===== src/rtl/srff_pkg.sv =====
// Shared types and SR excitation helpers for the SR flop pattern driver.
// Optional build macro: SRFF_FORCE_EXCITE_EN selects explicit set/reset codes
// for every bit instead of the minimal hold-based encoding.
package srff_pkg;

    typedef enum logic [1:0] {
        IDLE,
        DRIVE,
        FLUSH
    } state_t;

    localparam logic [1:0] SR_HOLD    = 2'b00;
    localparam logic [1:0] SR_RST     = 2'b01;
    localparam logic [1:0] SR_SET     = 2'b10;
    localparam logic [1:0] SR_ILLEGAL = 2'b11;

    // SR code that moves a flop currently holding q_model to target.
    function automatic logic [1:0] sr_excite(input logic target, input logic q_model);
`ifdef SRFF_FORCE_EXCITE_EN
        // Explicit code every bit; the tracked flop value does not matter.
        return target ? SR_SET : SR_RST;
`else
        if (target == q_model) begin
            return SR_HOLD;
        end
        return target ? SR_SET : SR_RST;
`endif
    endfunction

endpackage


===== src/rtl/srff_pattern_driver_readback_chk.sv =====
// Readback checker: delays each issued target bit by two cycles so it lines up
// with the driven flop's q, then captures the first mismatching bit index.
module srff_readback_chk
    import srff_pkg::*;
#(
    parameter int IDX_W = 3
) (
    input  logic             clk,
    input  logic             reset,
    input  logic             clr_i,
    input  logic             vld_i,
    input  logic             bit_i,
    input  logic [IDX_W-1:0] idx_i,
    input  logic             q_fb_i,
    output logic             err_o,
    output logic [IDX_W-1:0] err_idx_o
);

    logic             vld_p0, vld_p1;
    logic             exp_bit_p0, exp_bit_p1;
    logic [IDX_W-1:0] idx_p0, idx_p1;
    logic             err_q;
    logic [IDX_W-1:0] err_idx_q;
    logic             mismatch;

    // Stage p1 holds the bit whose effect on q is visible this cycle.
    assign mismatch = vld_p1 & (exp_bit_p1 ^ q_fb_i);

    // Valid bits of the delay line (p0: issued, p1: flop has updated).
    always_ff @(posedge clk or posedge reset) begin
        if (reset) begin
            vld_p0 <= 1'b0;
            vld_p1 <= 1'b0;
        end else begin
            vld_p0 <= vld_i;
            vld_p1 <= vld_p0;
        end
    end

    // Data of the delay line travels alongside the valid bits.
    always_ff @(posedge clk) begin
        exp_bit_p0 <= bit_i;
        idx_p0     <= idx_i;
        exp_bit_p1 <= exp_bit_p0;
        idx_p1     <= idx_p0;
    end

    // Sticky first-error capture; a new transfer clears it.
    always_ff @(posedge clk or posedge reset) begin
        if (reset) begin
            err_q     <= 1'b0;
            err_idx_q <= '0;
        end else if (clr_i) begin
            err_q     <= 1'b0;
            err_idx_q <= '0;
        end else if (mismatch && !err_q) begin
            err_q     <= 1'b1;
            err_idx_q <= idx_p1;
        end
    end

    assign err_o     = err_q;
    assign err_idx_o = err_idx_q;

endmodule


===== src/rtl/srff_pattern_driver.sv =====
// Serial SR flop pattern driver: shifts a WIDTH-bit pattern LSB first onto an
// SR flop's s/r inputs, tracks the flop's value, and checks the q readback.
// Optional build macro: SRFF_FORCE_EXCITE_EN (explicit code for every bit).
module srff_pattern_driver
    import srff_pkg::*;
#(
    parameter int WIDTH = 8,
    parameter int IDX_W = $clog2(WIDTH)
) (
    input  logic             clk,
    input  logic             reset,
    input  logic             start,
    input  logic [WIDTH-1:0] pattern,
    input  logic             q_fb,
    output logic             s,
    output logic             r,
    output logic             busy,
    output logic             done,
    output logic             err,
    output logic [IDX_W-1:0] err_idx
);

    localparam int CNT_W = $clog2(WIDTH + 1);

    state_t           state_q, state_d;
    logic [CNT_W-1:0] cnt_q, cnt_d;
    logic [WIDTH-1:0] pat_q, pat_d;
    logic             qm_q, qm_d;
    logic [1:0]       sr_q, sr_d;
    logic             busy_q, busy_d;
    logic             done_q, done_d;

    logic             issue_vld;
    logic             issue_bit;
    logic [IDX_W-1:0] issue_idx;
    logic             clr;

    // Next-state, bit issue and excitation encoding.
    always_comb begin
        state_d   = state_q;
        cnt_d     = cnt_q;
        pat_d     = pat_q;
        qm_d      = qm_q;
        sr_d      = SR_HOLD;
        busy_d    = busy_q;
        done_d    = 1'b0;
        issue_vld = 1'b0;
        issue_bit = 1'b0;
        issue_idx = cnt_q[IDX_W-1:0];
        clr       = 1'b0;
        unique case (state_q)
            IDLE: begin
                if (start) begin
                    clr       = 1'b1;
                    issue_vld = 1'b1;
                    issue_bit = pattern[0];
                    issue_idx = '0;
                    pat_d     = pattern >> 1;
                    cnt_d     = CNT_W'(1);
                    busy_d    = 1'b1;
                    state_d   = DRIVE;
                end
            end
            DRIVE: begin
                if (cnt_q == CNT_W'(WIDTH)) begin
                    state_d = FLUSH;
                end else begin
                    issue_vld = 1'b1;
                    issue_bit = pat_q[0];
                    pat_d     = pat_q >> 1;
                    cnt_d     = cnt_q + CNT_W'(1);
                end
            end
            FLUSH: begin
                state_d = IDLE;
                busy_d  = 1'b0;
                done_d  = 1'b1;
            end
            default: state_d = IDLE;
        endcase
        if (issue_vld) begin
            sr_d = sr_excite(issue_bit, qm_q);
            qm_d = issue_bit;
        end
    end

    // Control state; the 11 code is squashed to hold as a last line of defence.
    always_ff @(posedge clk or posedge reset) begin
        if (reset) begin
            state_q <= IDLE;
            qm_q    <= 1'b0;
            sr_q    <= SR_HOLD;
            busy_q  <= 1'b0;
            done_q  <= 1'b0;
        end else begin
            state_q <= state_d;
            qm_q    <= qm_d;
            sr_q    <= (sr_d == SR_ILLEGAL) ? SR_HOLD : sr_d;
            busy_q  <= busy_d;
            done_q  <= done_d;
        end
    end

    // Pattern shifter and bit counter; only read while a transfer is active.
    always_ff @(posedge clk) begin
        cnt_q <= cnt_d;
        pat_q <= pat_d;
    end

    srff_readback_chk #(
        .IDX_W (IDX_W)
    ) u_chk (
        .clk       (clk),
        .reset     (reset),
        .clr_i     (clr),
        .vld_i     (issue_vld),
        .bit_i     (issue_bit),
        .idx_i     (issue_idx),
        .q_fb_i    (q_fb),
        .err_o     (err),
        .err_idx_o (err_idx)
    );

    assign s    = sr_q[1];
    assign r    = sr_q[0];
    assign busy = busy_q;
    assign done = done_q;

endmodule

===== config.mk =====
export PLATFORM = sky130hd
export DESIGN_NAME = srff_pattern_driver
export DESIGN_NICKNAME = d
export VERILOG_FILES = /design/src/rtl/srff_pkg.sv /design/src/rtl/srff_pattern_driver_readback_chk.sv /design/src/rtl/srff_pattern_driver.sv
export SDC_FILE = /design/constraint.sdc
export NUM_CORES = 1
export LEC_CHECK = 0
export ABC_AREA = 1
export BUFFER_PORTS_ARGS = -buffer_cell sky130_fd_sc_hd__buf_4
export CAP_MARGIN = 20
export CORE_UTILIZATION = 49
export DETAILED_ROUTE_END_ITERATION = 16
export HOLD_SLACK_MARGIN = 0.06
export PLACE_DENSITY = 0.71
export SLEW_MARGIN = 0
export SYNTH_ARGS = -nofsm -noshare
export SYNTH_HDL_FRONTEND = slang
export SYNTH_SLANG_ARGS = --single-unit
export TNS_END_PERCENT = 5

===== constraint.sdc =====
create_clock -name clk -period 1.7 [get_ports clk]
set_input_delay 0.425 -clock clk [delete_from_list [all_inputs] [get_ports clk]]
set_output_delay 0.425 -clock clk [all_outputs]
set_load 0.01 [all_outputs]

Word-level counts from Yosys, hierarchy flattened --
Index checks and enable logic that the tools add are counted. W data, S select, Z words.
Operators by class: add/subtract/negate cells 1, eq/ne operators 8, muxes and demuxes 32, bitwise gates (word level) 2, reduce and logical (&&, ||, !) cells 9
Operator list (count):
- $mux W8 | 2
- $pmux W8 S2 | 1
- $mux W2 | 7
- $mux W3 | 4
- $mux W1 | 11
- $mux W4 | 2
- $pmux W4 S2 | 1
- $ne A2 B2 Y1 const B | 3
- $pmux W1 S2 | 3
- $reduce_bool A2 Y1 | 3
- $add A4 B1 Y4 const B | 1
- $eq A2 B2 Y1 const B | 2
- $eq A4 B4 Y1 const B | 1
- $pmux W2 S2 | 1
- $reduce_and A2 Y1 | 2
- $reduce_and A3 Y1 | 1
- $eq A2 B1 Y1 const B | 1
- $logic_not A2 Y1 | 1
- $and A1 B1 Y1 | 1
- $eq A1 B1 Y1 | 1
- $logic_and A1 B1 Y1 | 1
- $logic_not A1 Y1 | 1
- $xor A1 B1 Y1 | 1
Word-level totals: bits in registers 33, word-level logic and storage cells 67

Longest topological paths before layout --
Gate-level depths: netlist of the first run.
depth after elaboration 10, mapped depth 7, gate-level depth less buffers 7

Modules after synthesis --
Synthesis of the first run repeated with hierarchy kept, for this count alone.
Unflattened totals: cells, all modules 116, area, all modules 1243.7 µm²
By module, submodules not included:
- srff_pattern_driver | instances 1, cells an instance 81, area an instance 823.3 µm², sequential area each 505.5 µm²
- srff_readback_chk | instances 1, cells an instance 35, area an instance 420.4 µm², sequential area each 310.3 µm²

Worst setup path after synthesis of the first run --
Ideal clock, no wire load.
path kind register -> register, from reg cnt_q[0], to reg cnt_q[0], enable pin, arrival 1057 ps, required time 1355 ps, path slack 298 ps, stages on the path, launching flop included 6, path buffers 0, clock period less this slack 1402 ps, cells stage by stage edfxtp_1 > inv_1 > ha_1 > nand3_2 > nand2_2 > nand2_1
On the way: longest elaborated chain between the ends 3
RTL lines:
- start, declared | line srff_pattern_driver.sv:26 | logic [CNT_W-1:0] cnt_q, cnt_d;
- start signal, assigned | line srff_pattern_driver.sv:106 | cnt_q <= cnt_d;
- $eq A4 B4 Y1 | line srff_pattern_driver.sv:65 | if (cnt_q == CNT_W'(WIDTH)) begin
- $ne A2 B2 Y1 (no source line)
- $reduce_and A3 Y1 (no source line)
No other way between the ends. A chain may end at the register's enable or synchronous reset.

Final worst setup path of the first run --
from reg cnt_q[0], to reg cnt_q[1], enable pin
Same word-level chain as after synthesis.

==> results of run 1 <==
==> metal layers <==
metal	track usage (%)	up-vias	share of wire, %
met2	27.43	18	46
met5	0	-	0
met1	20.95	371	47
li1	-	421	-
met3	8.696	6	5.1
met4	9.211	0	1.8
==> cell usage after synthesis <==
master and instances:
dfxtp_1 8, xnor2_1 1, edfxtp_1 11, ha_1 2
inv_1 15, inv_4 1, o21ai_0 1, dfrtp_1 13
nor2_4 1, buf_6 2, nand4_1 3, a21oi_2 1
o21ai_2 1, nand3_1 8, nand2_1 29, nor2_1 9
inv_2 1, a21oi_1 2, nor2_2 4, nand3_2 1
nand2_2 4
==> sequential cells by signal, summed over array words and instances (netlist names), 2 cells and up <==
| register | count |
|---|---|
| u_chk.err_idx_o | 3 |
| u_chk.idx_p0 | 3 |
| cnt_q | 4 |
| pat_q | 7 |
| sr_q | 2 |
| u_chk.idx_p1 | 3 |
| state_q | 2 |
==> per-stage QoR <==
stage	hold WS, ns	cell area, sq um	util [%]
2_1_floorplan	0.3020	1244	-
3_3_place_gp	0.3123	1414	61.55
3_5_place_dp	0.3128	1414	61.55
4_1_cts	0.1224	1475	64.22
5_1_grt	0.1260	1475	64.22
6_report	0.1075	1475	64.22
==> kinds of logic after synthesis <==
kind of cell,Yosys count,synth area share (%)
buffers and inverters,19,7.142
adder cells (fa/ha/maj),2,2.012
flip-flops,32,65.59
AO/OA/AOI/OAI,5,2.616
AND/OR/NAND/NOR,59,21.93
XOR/XNOR,1,0.7044
==> power groups by stage <==
stage	Combinational, mW	Clock [mW]	Sequential (mW)
CTS	1.00	0.462	1.40
floorplan	0.691	0	1.42
global placement	0.969	0	1.40
finish	0.983	0.444	1.40
detailed placement	0.997	0	1.42
global route	1.14	0.493	1.44
==> worst max-delay path by stage <==
stage / to / startpoint / cells after the start
global route: cnt_q[1]$_SDFFCE_PN0P_ / cnt_q[0]$_SDFFCE_PN1P_ / 6
finish: cnt_q[1]$_SDFFCE_PN0P_ / cnt_q[0]$_SDFFCE_PN1P_ / 6
global placement: cnt_q[0]$_SDFFCE_PN1P_ / cnt_q[0]$_SDFFCE_PN1P_ / 6
CTS: cnt_q[1]$_SDFFCE_PN0P_ / cnt_q[0]$_SDFFCE_PN1P_ / 6
detailed placement: pat_q[5]$_DFFE_PP_ / cnt_q[0]$_SDFFCE_PN1P_ / 6
floorplan: cnt_q[0]$_SDFFCE_PN1P_ / cnt_q[0]$_SDFFCE_PN1P_ / 5
==> layout make-up <==
cell class,instances,area (sq um)
Inverter,17,66.31
Timing Repair Buffer,21,157.7
Clock buffer,6,51.30
Fill cell,209,822.0
Sequential cell,32,815.8
Clock inverter,2,10.01
Tap cell,28,35.03
Multi-Input combinational cell,67,339.1
==> cells in the final DEF, fill, tap and decap left out, types with 2 or more instances in the layout <==
master and count:
nor2_2 4, ha_1 2, nand2_2 4, a21oi_1 2, nand3_1 8, inv_1 15, dfxtp_1 8, nand4_1 3
nand2_1 29, clkinv_2 2, nor2_1 9, buf_4 21, edfxtp_1 11, dfrtp_1 13, clkbuf_4 5
==> worst reg2reg max path: stages, from the launching register on <==
cell      delay [ns]
edfxtp_1        0.40
inv_1           0.07
ha_1            0.20
nand3_2         0.10
nand2_2         0.08
nand2_1         0.07
buf_4           0.20
==> key figures, run 1 <==
Clock network
  – Total CTS buffers: 5
  – Maximum level of the CTS H-tree: 2
  – Post-CTS Setup Inserts: 0
  – Clock root cell: clkbuf_4
  – Clock Pin Slew Worst Setup and Hold Paths: 0.10 ns
  – Max Buffers Root-to-Sink: 2
  – CTS resizes: 0
  – CTS tree: yes
  – CTS sink count: 32
  – Worst-Skew Late Latency: 0.33 ns
  – Hold Buf Count CTS: 0

Timing
  – Worst-Margin Slew: 0.4827 ns
  – Final hold vios: 0
  – Max-slew violations: 0
  – Final Setup Violations: 0
  – Period utilization: 83.51%
  – Clk_skew: 0.004160 ns
  – Setup TNS: 0 ns
  – Max_slew headroom: 67.78%
  – Fmax: 704.4 MHz
  – Worst Slack Setup Final: 0.2804 ns
  – Unrepaired setup endpoints after global routing: false
  – Post-route minimum period: 1.420 ns

Die
  – Top-Level Pins: 20
  – Die X: 52.38 um
  – Num rows: 17
  – Initial Utilization: 54.14%
  – Die Area: 2744 sq um
  – Die Y: 52.38 um
  – Core area: 2297 sq um

Worst setup path
  – Crit. End Element: flop
  – Worst Reg2Reg Path Length in Cells: 6
  – Critical R2R Launch: cnt_q[0]$_SDFFCE_PN1P_
  – Slowest Stage Delay on Critical Path: 0.40 ns
  – Worst path required time: 1.74 ns
  – CP arrival: 1.46 ns
  – Critical Path Start Type: flop
  – Worst-path cell chain: inv_1 -> ha_1 -> nand3_2 -> nand2_2 -> nand2_1 -> buf_4
  – Slowest-stage cell, CP: edfxtp_1
  – Reg2reg end: cnt_q[1]$_SDFFCE_PN0P_
  – Reg2reg setup slack: 0.28 ns
  – Bufs and invs on worst path: 2
  – CP max FO: 11
  – Type of the worst setup path: flop to flop
  – Family with the most delay on the worst path: flip-flops

Power
  – Net Sw Power: 1.001 mW
  – Tot Pwr: 2.827 mW
  – Leakage power total: 0.7463 nW
  – Clock Power Share: 15.7%
  – PwrDens: 1916 nW/um^2
  – Sw Share: 35.41%
  – Seq pwr share: 49.5%
  – Cell-internal power: 1.826 mW
  – VDD IR max: 1.016 mV
  – Logic pwr share: 34.8%

Global routing
  – First-pass GRT wire length: 3339 um
  – GRT Total Usage: 18.03%
  – Total congestion overflow: 0
  – Vias in the first global route: 793
  – Largest net degree at the start of global routing: 14
  – Antenna violations before repair: 0

Cells and area
  – Area Growth Syn to Fin: 18.61%
  – Finished Layout Cells: 173
  – Final nets: 158
  – Share of cells above drive strength 1: 29.66%
  – # diodes: 0

Synthesis
  – Post-synthesis instance area: 1244 sq um
  – Yosys warns: 0
  – Yosys top cell area share: 26.56%
  – Cell taking the most area after synthesis: edfxtp_1
  – Syn_area_per_cell: 10.54 sq um
  – Yosys cell types: 21
  – Syn Inst Count: 118
  – Sequential area share after synthesis: 65.59%
  – Synthesized Nets: 132
  – Yosys reg bits: 32
  – Largest cells by area after synthesis: edfxtp_1 (27%), dfrtp_1 (26%), dfxtp_1 (13%), nand2_1 (8.8%), inv_1 (4.5%)

Place
  – Dpl ws: 0.3000 ns
  – Placer congestion estimate: 0.7862
  – Placed cell count: 165
  – DP HPWL: 1394 um
  – PortBufs: 19

Detailed routing
  – Drt pass-1 iters: 4
  – Drt wl/cell: 11.00 um
  – Vias/cell: 4.717
  – Total wire length: 1903 um
  – Vias: 816
  – Post-route ant nets: 0
  – DR DRC count: 0
  – Initial DRC count: 14

Run
  – Max-Cap Viols: 0

Run status
  – Status: complete, no violations

Hold path
  – Hold WC Path Type: primary input to async pin
No activity file was read; power rests on OpenSTA's default activity.
==> run 2: changes to the inputs <==
ABC_AREA = 0   (was 1)
CORE_UTILIZATION = 48   (was 49)
PLACE_DENSITY = 0.72   (was 0.71)
clock period = 1.2 ns   (was 1.7 ns; I/O delays follow)
==> key figures, run 2 <==
Synthesis
  – Cell taking the most area after synthesis: edfxtp_1
  – Yosys top cell area share: 27.27% (+0.71 points)
  – Count leader, synth: nand2_1
  – Syn Inst Count: 102 (-14%)
  – Syn_area_per_cell: 11.87 sq um (+13%)
  – Synthesized Nets: 116 (-12%)
  – Post-synthesis instance area: 1211 sq um (-2.6%)
  – Post-synth EDFFs: 11 (unchanged)
  – Main synth FF type: dfrtp_1
  – Largest cells by area after synthesis: edfxtp_1 (27%), dfrtp_1 (27%), dfxtp_1 (13%), nand2_1 (5.9%), nor2_1 (2.5%)
  – Sequential area share after synthesis: 67.36% (+1.8 points)
  – Yosys warns: 0 (unchanged)
  – Yosys reg bits: 32 (unchanged)
  – Yosys cell types: 25 (+19%)
  – Post-synth top cells: nand2_1 (19), dfrtp_1 (13), edfxtp_1 (11), dfxtp_1 (8), nor2_1 (8)
  – Post-synth ARST share: 40.63% (unchanged)

Worst setup path
  – Critical Path Start Type: flop
  – Type of the worst setup path: flop to flop
  – Critical R2R Launch: cnt_q[0]$_SDFFCE_PN1P_
  – CP max FO: 11 (unchanged)
  – Worst path required time: 1.27 ns (-0.47 ns)
  – Reg2reg end: pat_q[6]$_SDFFCE_PP0P_
  – Reg2reg setup slack: -0.16 ns (-0.44 ns)
  – Worst Reg2Reg Path Length in Cells: 4 (-2)
  – Crit. End Element: flop
  – CP arrival: 1.43 ns (-0.03 ns)

Cells and area
  – Fin util: 66.94% (+2.7 points)
  – Largest regs: pat_q: 7 flops, cnt_q: 4 flops
  – Area Growth Syn to Fin: 26.96%
  – Largest register FFs: 7 (unchanged)
  – Finished Cell Area: 1538 sq um (+4.2%)
  – Share of cells above drive strength 1: 33.82% (+4.2 points)
  – # diodes: 0 (unchanged)
  – Most frequent cells in the layout: buf_4 (26), nand2_1 (19), dfrtp_1 (11), edfxtp_1 (11)
  – Register with the most flip-flops: pat_q
  – Layout fillers: 171 (-18%)
  – Final nets: 149 (-5.7%)
  – Commonest non-fill, non-tap cell in the layout: buf_4
  – Finished Layout Cells: 164 (-5.2%)

Clock network
  – Post-CTS Setup Inserts: 0 (unchanged)
  – Maximum level of the CTS H-tree: 2 (unchanged)
  – Worst-Skew Late Latency: 0.32 ns (about the same)
  – CTS tree: yes
  – Total CTS buffers: 5 (unchanged)
  – CTS sink count: 32 (unchanged)
  – Clock root cell: clkbuf_4
  – Clock Pin Slew Worst Setup and Hold Paths: 0.09 ns (about the same)
  – Max Buffers Root-to-Sink: 2 (unchanged)

Place
  – DP Area: 1441 sq um (+1.9%)
  – Placer congestion estimate: 0.7110 (-9.6%)
  – Placed cell count: 155 (-6.1%)
  – PortBufs: 19 (unchanged)
  – DP HPWL: 1436 um (+3.0%)
  – Dpl ws: -0.1472 ns (-0.4472 ns)

Detailed routing
  – Drt wl/cell: 11.80 um (+7.3%)
  – Total wire length: 1935 um (+1.7%)
  – Initial DRC count: 12 (-2)
  – Drt pass-1 iters: 4 (unchanged)
  – DR DRC count: 0 (unchanged)
  – Post-route ant nets: 0 (unchanged)
  – Vias/cell: 4.951 (+5.0%)
  – Vias: 812 (-0.49%)

Die
  – Die Y: 52.23 um (-0.29%)
  – Die X: 52.23 um (-0.29%)
  – Die Area: 2728 sq um (-0.57%)
  – Core area: 2297 sq um (unchanged)
  – Initial Utilization: 52.72% (-1.4 points)
  – Top-Level Pins: 20 (unchanged)
  – Num rows: 17 (unchanged)

Timing
  – Period utilization: 113.3% (+30 points)
  – Final Setup Violations: 17 (+17)
  – Unrepaired setup endpoints after global routing: true
  – Clk_skew: 0.008919 ns (+0.004759 ns)
  – Hold_ws: 0.2002 ns (+0.09263 ns)
  – Setup TNS: -2.092 ns (-2.092 ns)
  – Post-route minimum period: 1.360 ns (-0.05977 ns)
  – Fmax: 735.4 MHz (+4.4%)
  – Max-slew violations: 0 (unchanged)
  – Final hold vios: 0 (unchanged)
  – Worst-Margin Slew: 0.4565 ns (-0.02628 ns)
  – Worst Slack Setup Final: -0.1598 ns (-0.4402 ns)
  – Max_slew headroom: 69.54% (+1.8 points)

Global routing
  – Largest net degree at the start of global routing: 14 (unchanged)
  – Antenna violations before repair: 0 (unchanged)
  – GRT Total Usage: 17.46% (-0.57 points)
  – Total congestion overflow: 0 (unchanged)
  – First-pass GRT wire length: 3194 um (-4.3%)
  – Vias in the first global route: 778 (-1.9%)

Hold path
  – Worst Hold Launch: pattern[0]
  – Hold-critical path depth: 3
  – WHS Endpoint: u_chk.exp_bit_p0$_DFF_P_
  – Hold WC Path Type: primary input to flop

Run
  – Max-Cap Viols: 0 (unchanged)

Power
  – Tot Pwr: 4.148 mW (+47%)
  – PwrDens: 2698 nW/um^2 (+41%)
  – Leakage power total: 0.7203 nW (-3.5%)
  – VDD IR max: 1.715 mV (+69%)

Run status
  – Failing checks: negative setup slack
  – Status: finished, violations left
run 2: changes by cell type after synthesis, sizes merged, moves of 2 or more:
cell	before	now
nor2	14	8
and2b	0	2
inv	17	6
nand2	33	19
o21ai	2	4
o21a	0	3
and2	0	2
xor2	0	2
nand3	9	4
nor2b	0	2
nand4	3	0
a21oi	3	5
run 2: how the worst max path moves through the flow:
| stage | endpoint | startpoint | slack, ns |
|---|---|---|---|
| 4_1_cts | pat_q[6]$_SDFFCE_PP0P_ | cnt_q[0]$_SDFFCE_PN1P_ | -0.16 |
| 3_5_place_dp | pat_q[6]$_SDFFCE_PP0P_ | cnt_q[0]$_SDFFCE_PN1P_ | -0.15 |
| 5_1_grt | pat_q[5]$_DFFE_PP_ | cnt_q[0]$_SDFFCE_PN1P_ | -0.23 |
| 3_3_place_gp | pat_q[6]$_SDFFCE_PP0P_ | cnt_q[0]$_SDFFCE_PN1P_ | -0.09 |
| 2_1_floorplan | cnt_q[0]$_SDFFCE_PN1P_ | cnt_q[0]$_SDFFCE_PN1P_ | -0.11 |
| 6_report | pat_q[6]$_SDFFCE_PP0P_ | cnt_q[0]$_SDFFCE_PN1P_ | -0.16 |
run 2: area by class of cell:
cell class                 count  area (sq um)  share of cell area, %
clock buffer                   8         68.82                  4.475
inverter                       6         22.52                  1.465
multi-input combinational     62         376.6                  24.49
sequential                    32         818.3                  53.21
tap                           28         35.03                  2.278
timing repair buffer          28         216.5                  14.08
run 2: routing by layer:
| metal | up-vias | track usage [%] | routed length [um] |
|---|---|---|---|
| li1 | 406 | - | - |
| met1 | 388 | 18.62 | 839 |
| met2 | 16 | 28.85 | 1005 |
| met3 | 2 | 8.696 | 74 |
| met4 | 0 | 7.895 | 16 |
| met5 | - | 0 | 0 |
run 2: timing repair:
| action | CTS | global route |
|---|---|---|
| hold buffers | 1 | 0 |
| gates resized for setup | 3 | 6 |
| hold endpoints to repair | 13 | 0 |
| pin swaps | 3 | 0 |
| setup endpoints to repair | 24 | 29 |
run 2: report_power, final:
part	total (mW)	internal, mW	switching, mW
logic	1.50	0.745	0.752
registers	1.99	1.76	0.235
clock network	0.657	0.344	0.313
total	4.15	2.85	1.30
run 2: cells by family (layout without fill, tap and decap cells):
family	after synthesis	count (layout)	share of synthesized area, %
and+or+nand+nor	42	42	16.84
DFF	32	32	67.36
AOI/OAI and AO/OA	14	14	7.748
buffers and inverters	8	42	3.099
xor gates and xnor gates	4	4	2.893
adders and majority gates	2	2	2.066
run 2: worst max-delay path: stages, from the launching register on:
cell	delay, ns
edfxtp_1	0.42
inv_2	0.08
ha_1	0.15
nand3b_1	0.17
o21a_4	0.30
==> run 3: changes to the inputs <==
CORE_UTILIZATION = 27   (was 48)
PLACE_DENSITY = unset   (was 0.72)
==> key figures, run 3 (synthesis gave the netlist of run 2 again) <==
Run status
  – Status: finished, violations left
  – Failing checks: negative setup slack

Clock network
  – Maximum level of the CTS H-tree: 2 (unchanged)
  – Total CTS buffers: 5 (unchanged)
  – CTS tree: yes
  – Max Buffers Root-to-Sink: 2 (unchanged)
  – Clock Pin Slew Worst Setup and Hold Paths: 0.06 ns (-0.03 ns)
  – Clock root cell: clkbuf_8
  – Hold Buf Count CTS: 0 (-1)
  – CTS sink count: 32 (unchanged)
  – Post-CTS Setup Inserts: 0 (unchanged)
  – Worst-Skew Late Latency: 0.28 ns (-0.04 ns)

Timing
  – Final hold vios: 0 (unchanged)
  – Fmax: 746.2 MHz (+1.5%)
  – Clk_skew: 0.005436 ns (-0.003483 ns)
  – Unrepaired setup endpoints after global routing: true
  – Final Setup Violations: 16 (-1)
  – Worst Slack Setup Final: -0.1402 ns (+0.01968 ns)
  – Post-route minimum period: 1.340 ns (-0.01968 ns)
  – Hold_ws: 0.04009 ns (-0.1601 ns)
  – Max_slew headroom: 67.46% (-2.1 points)
  – Worst-Margin Slew: 0.4876 ns (+0.03116 ns)
  – Setup TNS: -1.823 ns (+0.2694 ns)
  – Period utilization: 111.7% (-1.6 points)
  – Max-slew violations: 0 (unchanged)

Die
  – Die Y: 68.98 um (+32%)
  – Die X: 68.98 um (+32%)
  – Initial Utilization: 29.23% (-23 points)
  – Core area: 4144 sq um (+80%)
  – Die Area: 4758 sq um (+74%)
  – Top-Level Pins: 20 (unchanged)
  – Num rows: 23 (+6)

Worst setup path
  – Type of the worst setup path: flop to flop
  – CP arrival: 1.37 ns (-0.06 ns)
  – Worst path required time: 1.23 ns (-0.04 ns)
  – Critical Path Start Type: flop
  – CP max FO: 11 (unchanged)
  – Slowest-stage cell, CP: edfxtp_1
  – Slowest Stage Delay on Critical Path: 0.40 ns (-0.02 ns)
  – Crit. End Element: flop
  – Worst-path cell chain: inv_2 -> ha_1 -> nand3b_1 -> o21a_4

Hold path
  – Hold WC Path Type: primary input to async pin

Detailed routing
  – Total wire length: 1957 um (+1.1%)
  – DR DRC count: 0 (unchanged)
  – Drt wl/cell: 10.58 um (-10%)
  – Drt pass-1 iters: 4 (unchanged)
  – Initial DRC count: 38 (+26)
  – Vias/cell: 4.162 (-16%)
  – Post-route ant nets: 0 (unchanged)
  – Vias: 770 (-5.2%)

Cells and area
  – Largest register FFs: 7 (unchanged)
  – Reg area: 817.0 sq um (-0.15%)
  – # diodes: 0 (unchanged)
  – Multi-input gate area: 379.1 sq um (+0.66%)
  – Register with the most flip-flops: pat_q
  – Most frequent cells in the layout: buf_4 (27), nand2_1 (19), dfrtp_1 (12)
  – Largest regs: pat_q: 7 flops, cnt_q: 4 flops
  – Share of cells above drive strength 1: 34.81% (+0.99 points)
  – Fin util: 38.04% (-29 points)
  – Commonest non-fill, non-tap cell in the layout: buf_4
  – Layout fillers: 416 (+140%)
  – Finished Layout Cells: 185 (+13%)
  – Area Growth Syn to Fin: 30.17%
  – Final nets: 148 (-0.67%)

Global routing
  – Antenna violations before repair: 0 (unchanged)
  – First-pass GRT wire length: 3305 um (+3.5%)
  – GRT Total Usage: 10.23% (-7.2 points)
  – Largest net degree at the start of global routing: 14 (unchanged)
  – Vias in the first global route: 785 (+0.90%)
  – Total congestion overflow: 0 (unchanged)

Place
  – PortBufs: 19 (unchanged)
  – DP HPWL: 1408 um (-2.0%)
  – Placer congestion estimate: 0.7285 (+2.5%)
  – Dpl ws: -0.1149 ns (+0.03229 ns)
  – Placed cell count: 177 (+14%)

Power
  – VDD IR max: 1.183 mV (-31%)
  – PwrDens: 2737 nW/um^2 (+1.5%)
  – Leakage power total: 0.7285 nW (+1.1%)

Run
  – Max-Cap Viols: 0 (unchanged)
run 3: cell count changes in the layout (fill, tap and decap cells not counted), sizes merged:
cell | previous run | this run
clkbuf | 8 | 6
clkinv | 0 | 2
dlygate4sd3 | 1 | 0
run 3: repair_timing:
item                       CTS  global route
resized for setup            3             5
setup endpoints to repair   23            29
pin swaps                    1             1
run 3: metal layers:
metal  vias up  global-route usage (%)  part of all wire [%]
met3         5                   4.441                   6.2
met2        22                   17.48                    48
met4         0                   6.122                   2.0
met1       343                   10.19                    44
li1        400                       -                     -
met5         -                       0                     0
run 3: final timing paths:
kind	to	startpoint	cells past startpoint	slack [ns]
max in group asynchronous	state_q[0]$_DFFE_PP0P_	reset	2	0.80
worst max register to register	pat_q[6]$_SDFFCE_PP0P_	cnt_q[1]$_SDFFCE_PN0P_	4	-0.14
min in group clk	u_chk.exp_bit_p0$_DFF_P_	pattern[0]	3	0.24
worst max-delay path	pat_q[6]$_SDFFCE_PP0P_	cnt_q[1]$_SDFFCE_PN0P_	4	-0.14
worst min register to register	u_chk.idx_p1[0]$_DFF_P_	u_chk.idx_p0[0]$_DFF_P_	0	0.33
worst min-delay path	u_chk.vld_p1$_DFF_PP0_	reset	2	0.04
run 3: worst max-delay path: cells and delay by family (launching register included):
kind | cells | cell delay [ns]
buffers and inverters | 1 | 0.08
adder cells (fa/ha/maj) | 1 | 0.14
AND/OR/NAND/NOR | 1 | 0.16
AO/OA/AOI/OAI | 1 | 0.30
flip-flops | 1 | 0.40
run 3: layout make-up:
cell class	count	share of cell area (%)
clock buffers	6	5.238
inverters	6	1.429
repair buffers	27	12.86
flip-flops and latches	32	51.83
well taps	50	3.968
multi-input cells	62	24.05
clock inverters	2	0.6349
run 3: metrics by stage:
stage / total power, mW / area [sq um]
final: 4.316 / 1577
after global placement: 3.367 / 1469
after global routing: 4.673 / 1577
after floorplan: 2.901 / 1219
after CTS: 4.307 / 1562
after detailed placement: 3.432 / 1469
run 3: power by group:
group	internal (mW)	switching, mW	total (mW)
clock network	0.456	0.369	0.826
logic	0.743	0.771	1.51
registers	1.76	0.217	1.98
